**config.mk**
```make
export PLATFORM = sky130hd
export DESIGN_NAME = mem_port_arbiter
export DESIGN_NICKNAME = d
export VERILOG_FILES = /design/src/rtl/mem_port_arbiter.sv
export SDC_FILE = /design/constraint.sdc
export NUM_CORES = 1
export LEC_CHECK = 0
export ABC_AREA = 1
export CAP_MARGIN = 30
export CELL_PAD_IN_SITES_DETAIL_PLACEMENT = 1
export CELL_PAD_IN_SITES_GLOBAL_PLACEMENT = 2
export CORE_MARGIN = 5
export CORE_UTILIZATION = 12
export CTS_BUF_LIST = sky130_fd_sc_hd__clkbuf_4
export DETAILED_ROUTE_END_ITERATION = 12
export GPL_TIMING_DRIVEN = 0
export PLACE_DENSITY_LB_ADDON = 0.1
export SYNTH_ARGS = -nofsm -noshare
export SYNTH_HDL_FRONTEND = slang
export SYNTH_SLANG_ARGS = --single-unit
```
**constraint.sdc**
```tcl
create_clock -name clk -period 2.82 [get_ports clk]
set_input_delay 0.564 -clock clk [delete_from_list [all_inputs] [get_ports clk]]
set_output_delay 0.564 -clock clk [all_outputs]
set_load 0.01 [all_outputs]
```
**src/rtl/mem_port_arbiter.sv**
```systemverilog
// Two-master, burst-aware round-robin arbiter in front of a single-port memory
// with 1-cycle read latency. Grants are combinational; read strobes are registered.
module mem_port_arbiter #(
  parameter int unsigned MAX_BURST = 88,
  parameter int unsigned CNT_W     = 8
) (
  input  logic        clk,
  input  logic        reset,
  input  logic        m0_req,
  input  logic        m0_we,
  input  logic [15:0] m0_addr,
  input  logic [31:0] m0_dataW,
  output logic        m0_gnt,
  output logic [31:0] m0_dataR,
  output logic        m0_rvalid,
  input  logic        m1_req,
  input  logic        m1_we,
  input  logic [15:0] m1_addr,
  input  logic [31:0] m1_dataW,
  output logic        m1_gnt,
  output logic [31:0] m1_dataR,
  output logic        m1_rvalid,
  output logic [15:0] addr,
  output logic [31:0] dataW,
  output logic        en,
  output logic        we,
  input  logic [31:0] dataR
);

  typedef enum logic [1:0] {OwnNone, OwnM0, OwnM1} owner_e;

  localparam logic [CNT_W-1:0] MaxBurst = CNT_W'(MAX_BURST);

  owner_e           owner_q, owner_d;
  logic [CNT_W-1:0] cnt_q, cnt_d, cnt_inc;
  logic             rr_last_q, rr_last_d;
  logic             rd_pend0_q, rd_pend0_d;
  logic             rd_pend1_q, rd_pend1_d;
  logic             g0, g1, cap_hit;

  assign cap_hit = (MAX_BURST != 0) && (cnt_q >= MaxBurst);
  assign cnt_inc = (&cnt_q) ? cnt_q : cnt_q + CNT_W'(1);

  always_comb begin
    g0 = 1'b0;
    g1 = 1'b0;
    if (!reset) begin
      if (owner_q == OwnM0 && m0_req && (!cap_hit || !m1_req)) begin
        g0 = 1'b1;
      end else if (owner_q == OwnM1 && m1_req && (!cap_hit || !m0_req)) begin
        g1 = 1'b1;
      end else if (owner_q == OwnM0 && m0_req) begin
        // Owner still wants the port but its burst is spent and m1 waits.
        g1 = 1'b1;
      end else if (owner_q == OwnM1 && m1_req) begin
        g0 = 1'b1;
      end else if (m0_req && m1_req) begin
        g0 = rr_last_q;
        g1 = ~rr_last_q;
      end else begin
        g0 = m0_req;
        g1 = m1_req;
      end
    end
  end

  always_comb begin
    owner_d    = OwnNone;
    cnt_d      = '0;
    rr_last_d  = rr_last_q;
    rd_pend0_d = g0 & ~m0_we;
    rd_pend1_d = g1 & ~m1_we;
    if (g0) begin
      owner_d   = OwnM0;
      rr_last_d = 1'b0;
      cnt_d     = (owner_q == OwnM0) ? cnt_inc : CNT_W'(1);
    end else if (g1) begin
      owner_d   = OwnM1;
      rr_last_d = 1'b1;
      cnt_d     = (owner_q == OwnM1) ? cnt_inc : CNT_W'(1);
    end
  end

  always_ff @(posedge clk) begin
    if (reset) begin
      owner_q    <= OwnNone;
      cnt_q      <= '0;
      rr_last_q  <= 1'b1;
      rd_pend0_q <= 1'b0;
      rd_pend1_q <= 1'b0;
    end else begin
      owner_q    <= owner_d;
      cnt_q      <= cnt_d;
      rr_last_q  <= rr_last_d;
      rd_pend0_q <= rd_pend0_d;
      rd_pend1_q <= rd_pend1_d;
    end
  end

  always_comb begin
    m0_gnt = g0;
    m1_gnt = g1;
    en     = g0 | g1;
    we     = (g0 & m0_we) | (g1 & m1_we);
    addr   = g0 ? m0_addr : (g1 ? m1_addr : 16'h0);
    dataW  = g0 ? m0_dataW : (g1 ? m1_dataW : 32'h0);
    // A strobe pending across a reset edge is dropped, not delivered.
    m0_rvalid = rd_pend0_q & ~reset;
    m1_rvalid = rd_pend1_q & ~reset;
    m0_dataR  = m0_rvalid ? dataR : 32'h0;
    m1_dataR  = m1_rvalid ? dataR : 32'h0;
  end

endmodule

```
==> impl_metrics.py, run 1 <==
metrics = {
    "synthesis": {
        "synth_fp_nets": 550,
        "avgSynthCellArea_um2": 5.27,
        "synth-seq-cells": 13,
        "synth_edf_count": 0,
        "yosys_warnings": 0,
        "netlist_instances": 414,
        "async_reset_ff_share_pct": 0,
        "yosysUniqueCellTypes": 24,
        "synthTopCellsByArea": "nand4_1 (15%), nand3_1 (14%), nor2_1 (14%)",
        "syn_area_mm2": 0.00218,
        "yosysTopAreaCell": "nand4_1",
        "ys.flop_type": "dfxtp_1",
        "yosys-top-cells-count": "nor2_1 (81), nand2_1 (79), nand3_1 (61), nand4_1 (53), inv_1 (50)",
        "synth_seq_area_share_pct": 11.9,
        "synth_top_cell_area_share_pct": 15.2,
        "yosys.cell_count.top_type": "nor2_1",
    },
    "route": {
        "route.met3.wl_mm": 1.72,
        "antenna_left": 0,
        "totalWireLength_mm": 14.9,
        "firstDrtPassIters": 4,
        "vias": 3786,
        "routed_via_density": 4.15,
        "first_iter_violations": 113,
        "wl_met2_mm": 7.38,
        "drc": 0,
        "wire_per_inst_um": 16.3,
        "top_layer": "met4",
        "wl_met1_mm": 5.61,
    },
    "timing": {
        "max_freq_mhz": 358,
        "finalSetupViolCount": 0,
        "holdWs_ns": 0.592,
        "worst_pin_slew_ns": 0.473,
        "drv_slew": 0,
        "period_needed_ns": 2.79,
        "rsz0062_at_grt": "true",
        "fin_crit_sh_pct": 99.0,
        "clock_skew_ns": 0.00608,
        "hold_violations": 0,
        "maxSlewHeadroom_pct": 68.5,
    },
    "layout": {
        "stdcell_area_mm2": 0.00531,
        "seqCellArea_um2": 264,
        "nets": 816,
        "synthToLayoutAreaGrowth_pct": 143,
        "drive_gt1_share_pct": 13.4,
        "fillerInstances": 2222,
        "multi_input_area_mm2": 0.00159,
    },
    "outcome": {
        "status": "complete, no violations",
    },
    "floorplan": {
        "initial_core_util_pct": 12.2,
        "die_w_um": 145,
        "dieHeight_um": 145,
        "rows": 49,
        "io_pins": 252,
        "die_area_mm2": 0.0210,
        "fp.coreArea_mm2": 0.0180,
    },
    "power_and_ir_drop": {
        "p_int_w": 0.000756,
        "p_seq_share_pct": 16.0,
        "power.switching_w": 0.000534,
        "static-leakage-power_nw": 2.96,
        "combPwrFrac_pct": 74.1,
        "p_total_w": 0.00129,
        "switching_share_pct": 41.4,
        "power.density_mw_per_mm2": 243,
        "ir_drop_v": 0.000107,
        "clockPowerShare_pct": 10.0,
    },
    "clocking": {
        "tritoncts": "done",
        "clk_pin_slew_worst_paths_ns": 0.08,
        "clk-insertion-delay-late_ns": 0.27,
        "cts_made_buffers": 3,
        "postCtsHoldBufs": 0,
        "h-tree-depth": 1,
        "clockRootBuffer": "clkbuf_4",
        "clk_path_buf_depth": 2,
        "numClockSinks": 13,
    },
    "critical_path": {
        "startpoint": "reset",
        "r2r_start": "cnt_q[0]",
        "rr_endpoint": "cnt_q[1]",
        "critPathKind": "primary input to primary output",
        "crit_path_start_kind": "primary input",
        "cp_max_fo": 10,
        "regToRegSetupSlack_ns": 1.10,
        "crit_end": "m1_dataR[7]",
        "arrival_ns": 2.23,
        "endpoint_kind": "primary output",
        "cp_data_required_time_ns": 2.26,
        "r2r_cells": 9,
    },
    "grt": {
        "track_usage_pct": 13.1,
        "grt_start_max_net_pins": 11,
        "first_global_vias": 4084,
        "grt-ovfl-total": 0,
        "grt_pass1_wl_mm": 22.1,
        "antenna_found_initial": 3,
    },
    "hold_path": {
        "hp-class": "flip-flop to flip-flop",
    },
    "placed_design": {
        "placed_area_mm2": 0.00498,
        "io_buffers": 251,
        "dp_hpwl_mm": 12.3,
        "finalWeightedCongestion": 0.755,
    },
    "job": {
        "maxCapViolCount": 0,
    },
}
-- cell families (layout without fill, tap and decap cells) --
family / Yosys count / after routing / synth area share [%]
adder cells (fa/ha/maj): 2 / 2 / 1.15
flip-flops: 13 / 13 / 11.9
AND/OR/NAND/NOR: 293 / 293 / 64.2
XOR/XNOR: 3 / 3 / 1.20
AO/OA/AOI/OAI: 17 / 17 / 4.47
buffers and inverters: 86 / 351 / 17.0
other: 0 / 4 / 0
-- metrics by stage --
step	setup WS (ns)	instances	TNS [ns]	util, %
finish	0.0289	912	0	29.5
global placement	-0.672	894	-44.08	27.7
CTS	-0.0379	908	-0.0707	29.1
floorplan	0.805	414	0	-
detailed placement	-0.758	894	-48.03	27.7
global route	-0.0728	910	-1.11	29.5
-- critical path, cell delays in order --
cell and delay, ns:
clkdlybuf4s50_1 0.46, inv_4 0.14, nand2_2 0.14, clkbuf_4 0.22
nor2_1 0.14, clkdlybuf4s50_1 0.56
-- routing by layer --
layer | up-vias | global-route usage (%)
met4 | 0 | 2.50
met5 | - | 0
met1 | 1735 | 15.3
li1 | 1890 | -
met3 | 6 | 4.17
met2 | 155 | 23.5
-- flip-flops by register name (all words and copies together), names as in the netlist --
register and count:
rd_pend1_q 1, rd_pend0_q 1, owner_q 2, rr_last_q 1, cnt_q 8
-- area by class of cell --
class                   count  share of cell area (%)
plain buffers              35                    5.73
inverters                  51                    3.65
repair buffers            261                    49.5
well taps                 229                    5.40
multi-input cells         315                    30.0
clock buffers               4                   0.566
flip-flops and latches     13                    4.97
diodes                      4                   0.189
-- cell usage in the layout, fill, tap and decap left out, types with 2 or more instances in the layout --
master,count
o21bai_1,2
diode_2,4
buf_12,2
buf_2,9
xor2_1,2
dfxtp_1,10
dlymetal6s2s_1,35
a21oi_4,2
inv_1,50
clkdlybuf4s15_1,2
nor2_1,81
nand3_1,61
dlygate4sd2_1,18
o21ai_0,3
nand3_2,11
clkdlybuf4s50_1,182
clkbuf_4,9
a21oi_1,9
ha_1,2
buf_4,14
clkbuf_2,11
dfxtp_2,3
buf_6,9
nand2_1,76
buf_8,2
nand2_2,6
clkbuf_8,3
nand4_1,53
clkdlybuf4s15_2,3
nand2_4,3
-- how the worst min path moves through the flow --
| stage | from | to | slack, ns | cells after the start |
|---|---|---|---|---|
| after floorplan | rr_last_q | rr_last_q | 0.51 | 4 |
| after global placement | owner_q[0] | cnt_q[0] | 0.58 | 3 |
| after detailed placement | rr_last_q | rr_last_q | 0.57 | 4 |
| after CTS | owner_q[0] | cnt_q[0] | 0.60 | 3 |
| after global routing | owner_q[0] | cnt_q[0] | 0.64 | 3 |
| final | owner_q[0] | cnt_q[0] | 0.59 | 3 |
-- power by group through the flow --
stage | sequential [W] | clock (W) | combinational (W)
global route | 0.000208 | 0.000146 | 0.00105
floorplan | 0.000207 | 0 | 0.000383
CTS | 0.000206 | 0.000132 | 0.000990
global placement | 0.000209 | 0 | 0.000923
detailed placement | 0.000210 | 0 | 0.000929
finish | 0.000206 | 0.000129 | 0.000955
-- timing repair --
item / CTS / global route
resized for setup: 98 / 66
pin swaps: 6 / 1
setup buffers: 10 / 0
endpoints found under the setup margin: 113 / 94
Note: power is estimated with default switching activity, not from simulation.
==> inputs of run 2 (changes only) <==
Settings changed: CTS_CLUSTER_DIAMETER from default to 30.
==> results of run 2 <==
Final layout, timing and power as in run 1 (identical DEF).
